===== config.mk =====
export PLATFORM = sky130hd
export DESIGN_NAME = dmem_responder
export DESIGN_NICKNAME = d
export VERILOG_FILES = /design/src/rtl/dmem_responder.sv
export SDC_FILE = /design/constraint.sdc
export NUM_CORES = 1
export LEC_CHECK = 0
export ABC_AREA = 0
export BUFFER_PORTS_ARGS = -buffer_cell sky130_fd_sc_hd__buf_2
export CAP_MARGIN = 15
export CELL_PAD_IN_SITES_DETAIL_PLACEMENT = 0
export CELL_PAD_IN_SITES_GLOBAL_PLACEMENT = 2
export CORE_ASPECT_RATIO = 0.7
export CORE_MARGIN = 2
export CORE_UTILIZATION = 42
export CTS_CLUSTER_DIAMETER = 200
export DETAILED_ROUTE_END_ITERATION = 16
export GPL_ROUTABILITY_DRIVEN = 0
export PLACE_DENSITY_LB_ADDON = 0.1
export SYNTH_ARGS = -nofsm -noshare
export SYNTH_HDL_FRONTEND = slang
export SYNTH_SLANG_ARGS = --single-unit

===== constraint.sdc =====
create_clock -name clk_i -period 5.2 [get_ports clk_i]
set_clock_uncertainty 0.2 [all_clocks]
set_input_delay 0.26 -clock clk_i [delete_from_list [all_inputs] [get_ports clk_i]]
set_output_delay 0.26 -clock clk_i [all_outputs]
set_load 0.02 [all_outputs]

===== src/rtl/dmem_responder.sv =====
// dmem_responder: word-addressed data memory sitting behind the CPU MEM-stage
// load/store port, with a configurable access latency.
//
// Handshake (valid/ready): while ready_o=1 the block is IDLE, and req_i=1 at
// a rising edge is an accepted request. On that edge we_i/addr_i/wdata_i are
// captured. ack_o then pulses for exactly one cycle, LATENCY cycles after
// acceptance. stall_o holds the pipeline from the accept cycle until the ack
// cycle. Inputs are ignored between acceptance and ack.
//
// Ports:
//   clk_i        clock, rising edge
//   rst_i        synchronous active-high reset
//   req_i        request valid
//   we_i         1 = store, 0 = load
//   addr_i       byte address; word index is addr[ADDR_W+1:2]
//   wdata_i      store data
//   ready_o      idle, able to accept a request
//   stall_o      freeze the upstream pipeline registers this cycle
//   ack_o        one-cycle completion pulse
//   rdata_o      load data, valid with ack_o on a load, held until next load
//   err_o        access fault (misaligned or out of range), pulses with ack_o
//   dbg_state_o  current FSM state (0 IDLE, 1 WAIT, 2 RESP), for observation
module dmem_responder #(
   parameter int DEPTH   = 32,
   parameter int ADDR_W  = 5,
   parameter int LATENCY = 4
) (
   input  logic        clk_i,
   input  logic        rst_i,
   input  logic        req_i,
   input  logic        we_i,
   input  logic [31:0] addr_i,
   input  logic [31:0] wdata_i,
   output logic        ready_o,
   output logic        stall_o,
   output logic        ack_o,
   output logic [31:0] rdata_o,
   output logic        err_o,
   output logic [1:0]  dbg_state_o
);

   typedef enum logic [1:0] {IDLE = 2'd0, WAIT = 2'd1, RESP = 2'd2} state_t;

   localparam bit         ONE_CYCLE = (LATENCY == 1);
   localparam logic [3:0] CNT_INIT  = (LATENCY > 1) ? 4'(LATENCY - 2) : 4'd0;

   state_t      state;
   logic [3:0]  cnt;
   logic        lat_we;
   logic [31:0] lat_addr;
   logic [31:0] lat_wdata;
   logic [31:0] mem [DEPTH];

   // With LATENCY=1 the access completes on the accept edge itself, before the
   // latch registers hold anything, so the access uses the live inputs then.
   logic        cur_we;
   logic [31:0] cur_addr;
   logic [31:0] cur_wdata;
   logic        cur_fault;
   logic [ADDR_W-1:0] cur_idx;
   logic        go_resp;

   always_comb begin
      cur_we    = lat_we;
      cur_addr  = lat_addr;
      cur_wdata = lat_wdata;
      if (state == IDLE) begin
         cur_we    = we_i;
         cur_addr  = addr_i;
         cur_wdata = wdata_i;
      end
      cur_idx   = cur_addr[ADDR_W+1:2];
      cur_fault = (cur_addr[1:0] != 2'b00) || (cur_addr[31:ADDR_W+2] != '0);
      // True on the edge that moves the FSM into RESP.
      go_resp   = (state == IDLE && req_i && ONE_CYCLE) ||
                  (state == WAIT && cnt == 4'd0);
   end

   assign stall_o     = (req_i && state == IDLE) || (state == WAIT);
   assign dbg_state_o = state;

   always_ff @(posedge clk_i) begin
      if (rst_i) begin
         state     <= IDLE;
         cnt       <= 4'd0;
         ack_o     <= 1'b0;
         err_o     <= 1'b0;
         rdata_o   <= 32'd0;
         ready_o   <= 1'b1;
         lat_we    <= 1'b0;
         lat_addr  <= 32'd0;
         lat_wdata <= 32'd0;
      end else begin
         ack_o <= 1'b0;
         err_o <= 1'b0;
         case (state)
            IDLE: begin
               if (req_i) begin
                  lat_we    <= we_i;
                  lat_addr  <= addr_i;
                  lat_wdata <= wdata_i;
                  ready_o   <= 1'b0;
                  if (ONE_CYCLE) begin
                     state <= RESP;
                  end else begin
                     state <= WAIT;
                     cnt   <= CNT_INIT;
                  end
               end
            end
            WAIT: begin
               if (cnt == 4'd0) state <= RESP;
               else             cnt   <= cnt - 4'd1;
            end
            RESP: begin
               state   <= IDLE;
               ready_o <= 1'b1;
            end
            default: begin
               state   <= IDLE;
               ready_o <= 1'b1;
            end
         endcase
         if (go_resp) begin
            ack_o <= 1'b1;
            err_o <= cur_fault;
            // Stores leave rdata_o untouched; faulted loads return zero.
            if (!cur_we) rdata_o <= cur_fault ? 32'd0 : mem[cur_idx];
         end
      end
   end

   // Array is never reset; a reset on the commit edge discards the store.
   always_ff @(posedge clk_i) begin
      if (!rst_i && go_resp && cur_we && !cur_fault) mem[cur_idx] <= cur_wdata;
   end

endmodule


# Word-level counts from Yosys, hierarchy flattened
# Memories as Yosys holds them, arrays and structs flattened.
# Index checks and enable logic that the tools add are counted.
totals:
  wordCells: 53
  regBits: 106
  ram_bits: 1024
  out_inout_bits: 38
  input_bits: 68
  n_memories: 1
classes:
  bitwise: 3
  eq_ne: 4
  addsub: 1
  n_reduce_logical: 20
  n_mux: 15
memory_table:
  columns: ["memory", "depth", "width", "read_ports", "rd_ports_with_merged_regs", "wr", "line_no", "rtl"]
  rows:
  - ["mem", 32, 32, 1, 0, 1, "52", "logic [31:0] mem [DEPTH];"]
op_table:
  columns: ["op", "n"]
  rows:
  - ["$mux 32", 3]
  - ["$reduce_bool 25->1", 1]
  - ["$mux 4", 2]
  - ["$pmux 4 s2", 1]
  - ["$reduce_and 2->1", 4]
  - ["$logic_and 1x1->1", 5]
  - ["$mux 1", 5]
  - ["$logic_not 4->1", 1]
  - ["$mux 2", 2]
  - ["$ne 2x2->1 const B", 2]
  - ["$pmux 2 s2", 1]
  - ["$reduce_bool 2->1", 2]
  - ["$sub 4x1->4 const B", 1]
  - ["$not 1->1", 3]
  - ["$reduce_and 3->1", 1]
  - ["$eq 2x1->1 const B", 1]
  - ["$logic_not 1->1", 2]
  - ["$logic_not 2->1", 1]
  - ["$logic_or 1x1->1", 2]
  - ["$ne 2x1->1 const B", 1]
  - ["$pmux 1 s2", 1]
  - ["$reduce_or 2->1", 1]

# Depth between registers and ports, before layout
depth:
  word_depth: 8
  mapped_depth: 12

# Worst setup path after synthesis
# No wires, ideal clock.
synth_timing:
  kind: "register to register"
  from: "reg state[1], in the netlist dbg_state_o[1]"
  to: "mem mem[22][0], enable pin"
  setup_time_ps: 502
  period_less_slack_ps: 5603
  required_ps: 4498
  n_path_buf: 4
  t_arrival_ps: 4901
  stages_incl_launch_ff: 9
  path_slack_ps: -403
  path_cell_list: "dfxtp_1 > buf_6 > nor2_8 > mux2i_4 > buf_4 > buf_2 > buf_1 > nand2_1 > nor4_1"
synth_between:
  elab_chain_len: 8
  word_cells_on_any_way: 14
  classes_between: "1 x eq/ne; 4 x mux; 9 x reduce/logical"
synth_lines:
  columns: ["item", "line_no", "rtl"]
  rows:
  - ["from (decl)", "47", "state_t state;"]
  - ["from (signal assigned)", "84", "state <= IDLE;"]
  - ["from (signal assigned)", "104", "state <= RESP;"]
  - ["from (signal assigned)", "106", "state <= WAIT;"]
  - ["$logic_not 2->1", "67", "if (state == IDLE) begin"]
  - ["$mux 32", "67", null]
  - ["$reduce_bool 25->1 or $reduce_bool 2->1 (tied branches)", "73", "cur_fault = (cur_addr[1:0] != 2'b00) || (cur_addr[31:ADDR_W+2] != '0);"]
  - ["$logic_or 1x1->1", "73", null]
  - ["$logic_not 1->1", "135", "if (!rst_i && go_resp && cur_we && !cur_fault) mem[cur_idx] <= cur_wdata;"]
  - ["$logic_and 1x1->1", "135", null]
  - ["$mux 1", "135", null]
  - ["$mux 1 (not written as such)", "135", null]
  - ["to (decl)", "52", null]
# Several ways; a longest one is shown, not always the timed one.

# Worst setup path in the final report
layout_timing:
  from: "reg state[1], in the netlist dbg_state_o[1]"
  to: "mem mem[7][18], enable pin"
# Same word-level chain as after synthesis.

==> flow_summary.yaml <==
clock_tree:
  cts_resized: 0
  clock_sinks: 1130
  clock_path_buffers: 3
  cts.htree.levels: 3
  clk_pin_slew_ps: 70
  root_buffer: "clkbuf_16"
  cts_hold_repair.buffers: 84
  cts_setup_buffers: 0
  cts_made_buffers: 111
  clk_latency_ps: 710
  cts_tree: "built"
yosys:
  synth_edf_count: 1024
  postSynthAreaPerCell_um2: 15.2
  post-synth-top-count-cell: "edfxtp_1"
  yosysTopAreaCell: "edfxtp_1"
  synthTopCellsByArea: "edfxtp_1 70%, nand2_1 5.7%, dfxtp_1 4.8%, mux2i_1 3.6%, mux4_2 2.3%"
  yosysSeqAreaShare_pct: 74.5
  synthCells: 2898
  ys_dominant_reg_cell: "edfxtp_1"
  synth_area_um2: 44100
  synthDistinctLibCells: 74
  yosys_warnings: 0
  async_flop_share_pct: 0
  ys_ff_latch: 1130
  synth_fp_nets: 2968
  synthTopCellsByCount: "1,024 x edfxtp_1, 675 x nand2_1, 157 x mux2i_1"
  synth_top_area_share_pct: 69.7
global_route:
  grt_pass1_wl_um: 196000
  grt_overflow_total: 0
  grt_max_degree: 75
  antenna_found_initial: 3
  gr-usage-all-layers_pct: 25.7
  grt_pass1_vias: 26400
drt:
  dr.pass1.iters: 5
  wirelength_um: 138000
  num_vias: 26900
  viasPerCell: 5.77
  drt_iter0_drc: 2919
  drc: 0
  final_antenna_net_count: 0
  wl_per_cell_um: 29.6
cells_and_area:
  finalNetCount: 3230
  drive_gt1_share_pct: 16.1
  multi_input_area_um2: 10500
  final-instance-count-excl-fill: 4668
  fill_cells: 8788
  seqCellArea_um2: 32900
  synthToLayoutAreaGrowth_pct: 16.6
die:
  io_pins: 106
  dieArea_um2: 108000
  row_count: 99
  fp.dieH_um: 275
  initial_core_util_pct: 42.4
  coreArea_um2: 104000
  fp.dieW_um: 391
critical_path:
  worstSetupEndpointType: "register"
  cpMaxStageDelayCell: "or3_1"
  setup.worst_path.class: "register to register"
  crit_start: "dbg_state_o[1]"
  worst_path_most_repeated_cell: "buf_4"
  path_cells: "nor2_8, buf_4, nand4_1, o22ai_2, nand3_1, buf_4, or3_1, nor2_4, buf_4"
  cp_max_fo: 29
  worstPathRequired_ps: 5360
  arrival_ps: 4480
  cp_slowest_stage_delay_ps: 580
  r2r-start: "dbg_state_o[1]"
  critPathLaunchType: "register"
placed_design:
  placedCellCount: 4373
  hpwl_um: 85000
  port_buffers: 105
sta:
  timing.final.crit_share_pct: 83.0
  slew_viol_final: 0
  period_minus_slack_ps: 4320
  setup-violations-final: 0
  finalHoldViolations: 0
  rsz0062_at_grt: "no"
  slew_headroom_pct: 21.4
  max_slew.worst_pin.slew_ps: 1180
  fmax_mhz: 232
  whs_ps: 133
pwr:
  power.density_nw_per_um2: 393
  ir_drop_mv: 0.259
  finalPower_mw: 20.2
  p_leak_nw: 17.2
job:
  drv_cap: 0
hold_path:
  worstHoldStart: "rst_i"
  hp-class: "primary input to register"
outcome:
  status: "finished, final reports clean"
[critical path: cells and delay by family (launching register included)]
kind            cells  cell delay (ps)
compound gates      1              270
simple gates        5             1860
buf+inv             3             1080
flops               1              530
[metrics by stage]
step	util [%]	instance area, um^2	setup WS (ps)	setup TNS, ps
finish	49.4	51400	884	0
global route	49.4	51400	628	0
CTS	49.3	51300	869	0
detailed placement	45.1	47000	889	0
global placement	45.0	46900	984	0
floorplan	-	44200	-403	-25770
[path summary, 6_finish.rpt]
check | endpoint | slack [ps] | depth (start not counted)
max reg2reg | mem[7][18] | 880 | 9
min reg2reg | lat_wdata[22] | 260 | 2
min | ack_o | 130 | 3
max | mem[7][18] | 880 | 9
[cell type report]
cell class	instances	share of cell area, %
well taps	1414	3.44
multi-input cells	1590	20.5
flip-flops and latches	1130	63.9
inverters	3	0.0219
clock buffers	140	5.75
clock inverters	66	1.08
repair buffers	324	5.34
diodes	1	0.00486
[layout by cell type, fill, tap and decap left out, drive strengths merged, types with 10 or more instances in the layout]
| master | count |
|---|---|
| edfxtp | 1024 |
| mux2 | 14 |
| nor3 | 32 |
| clkinvlp | 10 |
| a22oi | 30 |
| mux4 | 61 |
| a32oi | 88 |
| nand3 | 89 |
| a22o | 24 |
| dlygate4sd3 | 84 |
| clkbuf | 140 |
| mux2i | 158 |
| dfxtp | 106 |
| o21ai | 29 |
| o22ai | 34 |
| nor2 | 66 |
| buf | 240 |
| a21oi | 94 |
| a31oi | 24 |
| nand4 | 23 |
| clkinv | 46 |
| a2111oi | 11 |
| nor4 | 26 |
| nand2 | 677 |
[where the power goes]
group,switching (mW),internal [mW]
clock network,3.46,4.46
logic,1.53,0.620
registers,0.0308,10.1
total,5.02,15.2
[sequential cells by signal, summed over array words and instances (netlist names), 2 cells and up]
name / flops
dbg_state_o: 2
lat_addr: 32
rdata_o: 32
cnt: 4
mem: 1024
lat_wdata: 32
[routing by layer]
metal / track usage [%] / vias to the layer above / routed length [um]
met1: 39.2 / 14100 / 64300
met5: 0 / - / 0
li1: - / 11700 / -
met4: 5.96 / 0 / 2600
met3: 4.37 / 172 / 9910
met2: 38.7 / 982 / 61400
[cells by family after synthesis]
logic type / Yosys count / synth area share, %
adders and majority gates: 2 / 0.0567
DFF: 1130 / 74.5
muxes: 233 / 7.23
xor gates and xnor gates: 2 / 0.0397
buffers and inverters: 178 / 2.42
and+or+nand+nor: 950 / 9.16
AOI/OAI and AO/OA: 403 / 6.63
Note: power is estimated with default switching activity, not from simulation.
